File: src/rtl/inst_fetch_unit_if.sv
// inst_fetch_unit_if: bundles the fetch unit's memory handshake, the redirect
// from decode and the (pc, inst) delivery handshake.
//   master : the fetch unit (drives o_* signals)
//   slave  : memory / decode / testbench side (drives i_* signals)
//   o_memReq/o_memAddr          fetch request and word address
//   i_memGrant                  request accepted this cycle
//   i_memValid/i_memData        in-order response word
//   i_redirect/i_redirectPc     taken branch/jump and its target
//   i_stall                     downstream cannot accept
//   o_valid/o_pc/o_inst         head instruction (zero when not valid)
interface inst_fetch_unit_if;
    logic        o_memReq;
    logic [31:0] o_memAddr;
    logic        i_memGrant;
    logic        i_memValid;
    logic [31:0] i_memData;
    logic        i_redirect;
    logic [31:0] i_redirectPc;
    logic        i_stall;
    logic        o_valid;
    logic [31:0] o_pc;
    logic [31:0] o_inst;

    modport master (
        output o_memReq, o_memAddr, o_valid, o_pc, o_inst,
        input  i_memGrant, i_memValid, i_memData, i_redirect, i_redirectPc, i_stall
    );

    modport slave (
        input  o_memReq, o_memAddr, o_valid, o_pc, o_inst,
        output i_memGrant, i_memValid, i_memData, i_redirect, i_redirectPc, i_stall
    );
endinterface

File: src/rtl/inst_fetch_unit.sv
// inst_fetch_unit: in-order instruction fetch front end with a small return
// buffer and MIPS single-delay-slot redirect handling.
//   clk    : rising-edge clock
//   rst_n  : asynchronous active-low reset
//   bus    : inst_fetch_unit_if.master (memory request/grant/response,
//            redirect from decode, valid/stall delivery of (pc, inst))
module inst_fetch_unit #(
    parameter logic [31:0] RESET_PC = 32'h0000_0000,
    parameter int unsigned DEPTH    = 4
) (
    input  logic              clk,
    input  logic              rst_n,
    inst_fetch_unit_if.master bus
);
    localparam int unsigned AW = $clog2(DEPTH);
    localparam int unsigned QD = 2 * DEPTH;

    typedef logic [AW-1:0] ptr_t;
    typedef logic [AW:0]   cnt_t;

    logic        running;
    logic [31:0] fetch_pc,  fetch_pc_n;
    ptr_t        rd_ptr,    rd_ptr_n;
    ptr_t        wr_ptr,    wr_ptr_n;
    cnt_t        count,     count_n;
    cnt_t        inflight,  inflight_n;
    cnt_t        stale,     stale_n;
    logic        keep_next, keep_n;
    logic        pend_valid, pend_valid_n;
    logic [31:0] pend_target, pend_target_n;
    cnt_t        tag_wr, tag_rd;

    logic [31:0] fifo_pc   [DEPTH];
    logic [31:0] fifo_inst [DEPTH];
    // Address of every granted request, consumed in response order. Stale
    // requests are not counted against DEPTH, so this holds twice as many.
    logic [31:0] tag_q     [QD];

    cnt_t live;
    logic mem_req, head_valid;
    logic resp, resp_drop, push, deliver, grant;

    assign live       = (inflight - stale) + count;
    // The inflight guard only keeps the counter from wrapping under a burst of
    // redirects against slow memory.
    assign mem_req    = running && (live < cnt_t'(DEPTH)) && (inflight != '1);
    assign head_valid = (count != '0);

    assign bus.o_memReq  = mem_req;
    assign bus.o_memAddr = fetch_pc;
    assign bus.o_valid   = head_valid;
    assign bus.o_pc      = head_valid ? fifo_pc[rd_ptr]   : '0;
    assign bus.o_inst    = head_valid ? fifo_inst[rd_ptr] : '0;

    always_comb begin
        resp      = bus.i_memValid;
        // keep_next marks the oldest in-flight word as a delay slot that must
        // survive even though younger in-flight words are being discarded.
        resp_drop = resp && !keep_next && (stale != '0);
        push      = resp && !resp_drop;
        deliver   = head_valid && !bus.i_stall;
        grant     = mem_req && bus.i_memGrant;

        inflight_n    = inflight - cnt_t'(resp) + cnt_t'(grant);
        stale_n       = stale - cnt_t'(resp_drop);
        keep_n        = keep_next && !resp;
        count_n       = count + cnt_t'(push) - cnt_t'(deliver);
        rd_ptr_n      = rd_ptr + ptr_t'(deliver);
        wr_ptr_n      = wr_ptr + ptr_t'(push);
        fetch_pc_n    = fetch_pc;
        pend_valid_n  = pend_valid;
        pend_target_n = pend_target;

        if (grant) begin
            if (pend_valid) begin
                fetch_pc_n   = pend_target;
                pend_valid_n = 1'b0;
            end else begin
                fetch_pc_n = fetch_pc + 32'd4;
            end
        end

        // Redirect is evaluated after this cycle's response, delivery and grant.
        if (bus.i_redirect) begin
            if (deliver) begin
                count_n    = '0;
                wr_ptr_n   = rd_ptr_n;
                stale_n    = inflight_n;
                keep_n     = 1'b0;
                fetch_pc_n = bus.i_redirectPc;
            end else if (count_n != '0) begin
                count_n    = cnt_t'(1);
                wr_ptr_n   = rd_ptr + ptr_t'(1);
                stale_n    = inflight_n;
                keep_n     = 1'b0;
                fetch_pc_n = bus.i_redirectPc;
            end else if (inflight_n != '0) begin
                stale_n    = inflight_n - cnt_t'(1);
                keep_n     = 1'b1;
                fetch_pc_n = bus.i_redirectPc;
            end else begin
                pend_valid_n  = 1'b1;
                pend_target_n = bus.i_redirectPc;
            end
        end
    end

    always_ff @(posedge clk or negedge rst_n) begin
        if (!rst_n) begin
            running     <= 1'b0;
            fetch_pc    <= RESET_PC;
            rd_ptr      <= '0;
            wr_ptr      <= '0;
            count       <= '0;
            inflight    <= '0;
            stale       <= '0;
            keep_next   <= 1'b0;
            pend_valid  <= 1'b0;
            pend_target <= '0;
            tag_wr      <= '0;
            tag_rd      <= '0;
        end else begin
            running     <= 1'b1;
            fetch_pc    <= fetch_pc_n;
            rd_ptr      <= rd_ptr_n;
            wr_ptr      <= wr_ptr_n;
            count       <= count_n;
            inflight    <= inflight_n;
            stale       <= stale_n;
            keep_next   <= keep_n;
            pend_valid  <= pend_valid_n;
            pend_target <= pend_target_n;
            tag_wr      <= tag_wr + cnt_t'(grant);
            tag_rd      <= tag_rd + cnt_t'(resp);
        end
    end

    always_ff @(posedge clk) begin
        if (push) begin
            fifo_pc[wr_ptr]   <= tag_q[tag_rd];
            fifo_inst[wr_ptr] <= bus.i_memData;
        end
        if (grant) begin
            tag_q[tag_wr] <= fetch_pc;
        end
    end
endmodule

File: src/flat_wrapper.sv
// flat-port wrapper written by rule: the top's interface ports become plain ports
module inst_fetch_unit_flat 
#(
    parameter logic [31:0] RESET_PC = 32'h0000_0000,
    parameter int unsigned DEPTH    = 4
)
  (clk, rst_n, bus_o_memReq, bus_o_memAddr, bus_o_valid, bus_o_pc, bus_o_inst, bus_i_memGrant, bus_i_memValid, bus_i_memData, bus_i_redirect, bus_i_redirectPc, bus_i_stall);
  inst_fetch_unit_if bus_i ();
  input  logic clk;
  input  logic rst_n;
  output wire logic [$bits(bus_i.o_memReq)-1:0] bus_o_memReq;
  output wire logic [$bits(bus_i.o_memAddr)-1:0] bus_o_memAddr;
  output wire logic [$bits(bus_i.o_valid)-1:0] bus_o_valid;
  output wire logic [$bits(bus_i.o_pc)-1:0] bus_o_pc;
  output wire logic [$bits(bus_i.o_inst)-1:0] bus_o_inst;
  input wire logic [$bits(bus_i.i_memGrant)-1:0] bus_i_memGrant;
  input wire logic [$bits(bus_i.i_memValid)-1:0] bus_i_memValid;
  input wire logic [$bits(bus_i.i_memData)-1:0] bus_i_memData;
  input wire logic [$bits(bus_i.i_redirect)-1:0] bus_i_redirect;
  input wire logic [$bits(bus_i.i_redirectPc)-1:0] bus_i_redirectPc;
  input wire logic [$bits(bus_i.i_stall)-1:0] bus_i_stall;
  assign bus_o_memReq = bus_i.o_memReq;
  assign bus_o_memAddr = bus_i.o_memAddr;
  assign bus_o_valid = bus_i.o_valid;
  assign bus_o_pc = bus_i.o_pc;
  assign bus_o_inst = bus_i.o_inst;
  assign bus_i.i_memGrant = bus_i_memGrant;
  assign bus_i.i_memValid = bus_i_memValid;
  assign bus_i.i_memData = bus_i_memData;
  assign bus_i.i_redirect = bus_i_redirect;
  assign bus_i.i_redirectPc = bus_i_redirectPc;
  assign bus_i.i_stall = bus_i_stall;
  inst_fetch_unit #(.RESET_PC(RESET_PC), .DEPTH(DEPTH)) u_core (.clk(clk), .rst_n(rst_n), .bus(bus_i));
endmodule
File: config.mk
export PLATFORM = sky130hd
export DESIGN_NAME = inst_fetch_unit_flat
export DESIGN_NICKNAME = d
export VERILOG_FILES = /design/src/rtl/inst_fetch_unit_if.sv /design/src/rtl/inst_fetch_unit.sv /design/src/flat_wrapper.sv
export SDC_FILE = /design/constraint.sdc
export NUM_CORES = 1
export LEC_CHECK = 0
export BUFFER_PORTS_ARGS = -buffer_cell sky130_fd_sc_hd__buf_4
export CAP_MARGIN = 25
export CORE_ASPECT_RATIO = 1.75
export CORE_MARGIN = 3
export CORE_UTILIZATION = 60
export DETAILED_ROUTE_END_ITERATION = 16
export PLACE_DENSITY = 0.76
export SYNTH_ARGS = -nofsm -noshare
export SYNTH_HDL_FRONTEND = slang
export SYNTH_SLANG_ARGS = --single-unit
File: constraint.sdc
create_clock -name clk -period 7.5 [get_ports clk]
set_input_delay 1.5 -clock clk [delete_from_list [all_inputs] [get_ports clk]]
set_output_delay 1.5 -clock clk [all_outputs]
set_load 0.1 [all_outputs]
==> impl_metrics.ini, run 1 <==
[run_status]
status = finished, final reports clean

[timing]
finalHoldViolations = 0
fmax_mhz = 191
tightest_slew_ns = 1.02
post-route-period-util = 0.699
setup_tns_ns = 0
fin_ws_ns = 2.26
slew_headroom = 0.312
setup_viol = 0
rsz0062_at_grt = no
period_needed_ns = 5.24
clock-skew-final_ns = 0.0147
slew_violations = 0
holdWs_ns = 0.497

[cts]
holdBufCountCts = 0
clock_sinks = 598
cts_setup_buffers = 0
cts_tree = done
cts_resized = 0
cts_inserted_buffers = 51
clk_path_buf_depth = 3
clk_pin_slew_ns = 0.07
clk_latency_ns = 0.56
cts-root-buf = clkbuf_16
htree_levels = 2

[yosys]
syn_nets = 1383
yosysWarnings = 0
yosysSeqAreaShare = 0.728
synth_top_flop_cell = edfxtp_1
ys_ff_latch = 598
synth_area_sq_um = 24100
synth_edf_count = 512
async_reset_ff_frac = 0.144
postSynthCellCount = 1292
ys_types = 57
syn_area_per_cell_sq_um = 18.6

[critical_path]
critPathLaunchType = register
rr_worst_depth = 19
worstPathArrival_ns = 5.68
critPathSlowestCell = fa_1
path_cells = inv_1 > fa_1 > inv_1 > ha_1 > a31oi_1 > xnor2_1 > nand2_1 > buf_4 > inv_2 > ha_1 > inv_1 > fa_1 > xnor2_1 > xnor2_1 > inv_1 > ha_1 > nand3_1 > buf_4 > mux2_2
r2r-end = u_core.pend_target[12]$_DFFE_PN0P_
cp_slowest_stage_delay_ns = 0.50
crit-reg2reg-launch = u_core.inflight[1]$_DFF_PN0_
cp_common_cell = inv_1
worst-path-max-fanout = 33
crit_required_ns = 7.94
cp-end-kind = register
path_class = register to register
rrSetupSlack_ns = 2.26

[final_layout]
final_cell_mix = edfxtp_1 (512), buf_4 (190), mux4_2 (128), dfrtp_1 (81), and2_1 (66)
drive_above_1_share = 0.318
syn_to_final_growth_pct = 14.3
final_common_cell = edfxtp_1
stdcell_count = 1996
antennaDiodeCount = 0
regArea_sq_um = 17500
n_fill_cell = 2453
multi_input_area_sq_um = 6220
nets = 1561

[global_route]
grt-ovfl-total = 0
grt_pass1_wl_um = 76000
grt_usage = 0.233
grt_max_degree = 66
first_global_vias = 13300
antenna_found_initial = 0

[die]
core_area_sq_um = 39400
fp.dieH_um = 271
die_area_sq_um = 42700
chipWidth_um = 157
fp-row-count = 96
start_util = 0.611
ioPinCount = 168

[detailed_routing]
wl_per_cell_um = 24.2
via_count = 12500
drc = 0
drt_iter0_drc = 802
first_pass_iters = 7
wirelength_um = 48400
viasPerCell = 6.27
final_antenna_net_count = 0

[hold_path]
hold_class = register to register
worst_hold_path.endpoint = u_core.pend_target[22]$_DFFE_PN0P_
holdPathStages = 1
min-delay-start = u_core.pend_target[22]$_DFFE_PN0P_

[placed_design]
place_congestion = 0.909
numPortBuffers = 167
dp_hpwl_um = 28200
place_ws_ns = 2.36
dp_cells = 1907

[job]
drv_cap = 0
-- stage by stage --
stage | instance area [sq um] | utilization
after global placement | 25900 | 0.658
after global routing | 27500 | 0.698
after floorplan | 24100 | -
final | 27500 | 0.698
after detailed placement | 25900 | 0.658
after CTS | 27500 | 0.698
-- worst max-delay path by stage --
stage,startpoint,end,slack [ns],depth (start not counted)
3_3_place_gp,u_core.inflight[1]$_DFF_PN0_,u_core.pend_target[10]$_DFFE_PN0P_,2.47,19
3_5_place_dp,u_core.inflight[1]$_DFF_PN0_,u_core.pend_target[20]$_DFFE_PN0P_,2.36,19
5_1_grt,u_core.inflight[1]$_DFF_PN0_,u_core.bus.o_memAddr[26]$_DFF_PN0_,1.88,21
4_1_cts,u_core.inflight[1]$_DFF_PN0_,u_core.pend_target[12]$_DFFE_PN0P_,2.30,19
2_1_floorplan,bus_i_memValid,u_core.fifo_inst[1][0]$_DFFE_PP_,0.57,2
6_report,u_core.inflight[1]$_DFF_PN0_,u_core.pend_target[12]$_DFFE_PN0P_,2.26,19
-- cells in the mapped netlist (all sizes together), types with 3 or more instances --
library cell | instances | share of area
a211oi | 4 | 0.0012
a21oi | 30 | 0.0062
a2bb2oi | 3 | 0.0011
a31oi | 14 | 0.0036
a32oi | 3 | 0.0011
and2 | 66 | 0.017
and3 | 5 | 0.0013
buf | 29 | 0.0061
clkbuf | 36 | 0.0056
dfrtp | 86 | 0.089
edfxtp | 512 | 0.64
fa | 3 | 0.0025
ha | 18 | 0.0094
inv | 30 | 0.0047
mux2 | 65 | 0.030
mux2i | 3 | 0.0012
mux4 | 128 | 0.12
nand2 | 51 | 0.0080
nand2b | 6 | 0.0016
nand3 | 17 | 0.0035
nand4 | 9 | 0.0030
nor2 | 45 | 0.0070
nor3 | 18 | 0.0039
nor3b | 3 | 0.00094
nor4 | 7 | 0.0024
o211ai | 5 | 0.0016
o21a | 3 | 0.00094
o21ai | 30 | 0.0062
o22ai | 6 | 0.0016
o31ai | 12 | 0.0037
xnor2 | 11 | 0.0040
xor2 | 7 | 0.0025
-- cells by family after synthesis --
family / synth area share
buffers and inverters: 0.0164
AND/OR/NAND/NOR: 0.0523
adder cells (fa/ha/maj): 0.0118
flip-flops: 0.728
other: 0.000156
multiplexers: 0.151
XOR/XNOR: 0.00754
AO/OA/AOI/OAI: 0.0323
-- layer usage --
metal  vias to the layer above  share of wire  track usage
li1                       5469              -            -
met2                       461           0.53        0.409
met3                       109          0.050       0.0283
met5                         -              0            0
met1                      6468           0.38        0.300
met4                         0          0.034       0.0830
-- state kept, by name, summed over array words and instances, names as in the netlist, 2 cells and up --
signal                flops
u_core.tag_q            256
u_core.fifo_inst        128
u_core.fifo_pc          128
u_core.bus.o_memAddr     32
u_core.pend_target       32
u_core.count              3
u_core.inflight           3
u_core.stale              3
u_core.tag_rd             3
u_core.tag_wr             3
u_core.rd_ptr             2
u_core.wr_ptr             2
-- layout make-up --
class / instances / area share
flip-flops and latches: 598 / 0.637
multi-input cells: 599 / 0.226
repair buffers: 190 / 0.0518
clock buffers: 57 / 0.0472
well taps: 490 / 0.0223
clock inverters: 32 / 0.0113
inverters: 30 / 0.00409
-- critical path: cells and delay by family (launching register included) --
family	cells	cell delay, ns
AOI/OAI and AO/OA	1	0.27
buffers and inverters	7	1.43
adders and majority gates	5	1.67
xor gates and xnor gates	3	0.72
DFF	1	0.42
and+or+nand+nor	2	0.19
muxes	1	0.39
Power of run 1 is not shown: default switching activity piles up to over one toggle a cycle in this logic, so the estimate is an artifact.
==> run 2, diff against run 1 <==
--- a/config.mk
+++ b/config.mk
@@ -9,9 +9,9 @@
 export CAP_MARGIN = 25
 export CORE_ASPECT_RATIO = 1.75
 export CORE_MARGIN = 3
-export CORE_UTILIZATION = 60
+export CORE_UTILIZATION = 54
 export DETAILED_ROUTE_END_ITERATION = 16
-export PLACE_DENSITY = 0.76
+export PLACE_DENSITY = 0.72
 export SYNTH_ARGS = -nofsm -noshare
 export SYNTH_HDL_FRONTEND = slang
 export SYNTH_SLANG_ARGS = --single-unit
==> constraint.sdc (replaced) <==
create_clock -name clk -period 4.39 [get_ports clk]
set_input_delay 0.878 -clock clk [delete_from_list [all_inputs] [get_ports clk]]
set_output_delay 0.878 -clock clk [all_outputs]
set_load 0.1 [all_outputs]
==> run 2 against run 1 <==
Against the previous run:
- final area increased by 1.8%
- register-to-register slack got worse by 2.0 ns
- first-iteration DRC count increased by 29%
- final cell count increased by 4.9%
- die area increased by 11%
- sequential share of layout area decreased by 1.1 points
- clock-buffer cell count increased by 6
- via count decreased by 0.41%
- clock skew increased by 0.0099 ns
- critical path type unchanged
- critical endpoint is now u_core.bus.o_memAddr[6]$_DFF_PN0_
- largest cell class unchanged
==> impl_metrics.ini, run 2 (synthesized netlist as in run 1, its figures left out) <==
[final_layout]
largest_reg_flops = 256
final_common_cell = edfxtp_1
regMostFlops = u_core.tag_q
final_area_sq_um = 28000
stdcell_count = 2094
reg.largest.list = u_core.tag_q x256, u_core.fifo_inst x128, u_core.fifo_pc x128
syn_to_final_growth_pct = 16.4
final_cell_mix = edfxtp_1 (512), buf_4 (196), mux4_2 (128), dfrtp_1 (81), and2_1 (66)
drive_above_1_share = 0.332
antennaDiodeCount = 0
fin_util = 0.641
nets = 1578

[timing]
setup_viol = 0
clock-skew-final_ns = 0.0246
fmax_mhz = 242
post-route-period-util = 0.941
period_needed_ns = 4.13
finalHoldViolations = 0
tightest_slew_ns = 0.988
slew_violations = 0
slew_headroom = 0.341

[global_route]
grt_max_degree = 70
grt-ovfl-total = 0
first_global_vias = 13300
antenna_found_initial = 0
grt_pass1_wl_um = 77600
grt_usage = 0.210

[die]
chipWidth_um = 166
die_area_sq_um = 47300
fp.dieH_um = 285
core_area_sq_um = 43700
ioPinCount = 168
start_util = 0.551
fp-row-count = 101

[cts]
clk_path_buf_depth = 3
clk_pin_slew_ns = 0.07
clock_sinks = 598
holdBufCountCts = 0
htree_levels = 2
cts_tree = done
cts-root-buf = clkbuf_16
cts_inserted_buffers = 53
clk_latency_ns = 0.58

[detailed_routing]
drc = 0
via_count = 12500
wl_per_cell_um = 23.4
drt_iter0_drc = 1038
first_pass_iters = 5
final_antenna_net_count = 0
viasPerCell = 5.95
wirelength_um = 49000

[critical_path]
rr_worst_depth = 21
cp-end-kind = register
crit-reg2reg-launch = u_core.count[1]$_DFF_PN0_
r2r-end = u_core.bus.o_memAddr[6]$_DFF_PN0_
path_class = register to register
rrSetupSlack_ns = 0.26
critPathLaunchType = register
worstPathArrival_ns = 4.57
worst-path-max-fanout = 26
crit_required_ns = 4.83

[placed_design]
place_congestion = 0.863
dp_hpwl_um = 30300
place_area_sq_um = 26300
numPortBuffers = 167
dp_cells = 1998

[hold_path]
hold_class = input port to async pin

[job]
drv_cap = 0

[run_status]
status = finished, final reports clean
-- run 2: critical path: stages (launching register included) --
cell     delay [ns]
dfrtp_1        0.38
inv_1          0.10
fa_1           0.50
inv_1          0.04
ha_1           0.29
a31oi_2        0.22
xnor2_1        0.18
nand2_1        0.12
inv_2          0.07
ha_1           0.13
inv_1          0.05
fa_1           0.41
xnor2_1        0.20
xnor2_1        0.13
inv_1          0.09
ha_1           0.18
inv_1          0.08
o21ai_2        0.13
buf_4          0.32
nand4_1        0.15
o22ai_1        0.15
a31oi_1        0.07
-- run 2: area by class of cell --
class	count	area, sq um
multi-input cells	599	6290
repair buffers	205	1650
inverters	30	113
well taps	566	708
clock inverters	33	337
fillers	3039	15700
clock buffers	63	1380
flip-flops and latches	598	17500
-- run 2: worst max path at each step --
| stage | endpoint | cells past startpoint | start |
|---|---|---|---|
| floorplan | u_core.tag_q[2][0]$_DFFE_PP_ | 9 | u_core.inflight[1]$_DFF_PN0_ |
| global placement | u_core.bus.o_memAddr[13]$_DFF_PN0_ | 19 | u_core.stale[1]$_DFF_PN0_ |
| detailed placement | u_core.bus.o_memAddr[18]$_DFF_PN0_ | 20 | u_core.count[1]$_DFF_PN0_ |
| CTS | u_core.bus.o_memAddr[18]$_DFF_PN0_ | 20 | u_core.count[1]$_DFF_PN0_ |
| global route | u_core.bus.o_memAddr[18]$_DFF_PN0_ | 20 | u_core.count[1]$_DFF_PN0_ |
| finish | u_core.bus.o_memAddr[6]$_DFF_PN0_ | 21 | u_core.count[1]$_DFF_PN0_ |
-- run 2: what timing repair did --
item | in CTS | in global routing
buffers inserted | 0 | 0
setup endpoints to repair | 0 | 24
resized for setup | 0 | 2
endpoints found under the hold margin | 0 | 0
-- run 2: per-stage QoR --
stage | hold slack, ns | TNS (ns) | setup WS, ns
finish | 0.446 | 0 | 0.259
global route | 0.476 | -0.00504 | -0.00504
CTS | 0.460 | 0 | 0.0988
detailed placement | 0.486 | 0 | 0.141
global placement | 0.480 | 0 | 0.301
floorplan | 0.464 | -1.01 | -0.0314
-- run 2: per-layer routing --
metal | wire (um) | global-route usage
met5 | 0 | 0
met2 | 26200 | 0.379
met3 | 2300 | 0.0264
met4 | 1620 | 0.0706
met1 | 18800 | 0.263
Power of run 2 is left out for the same reason.
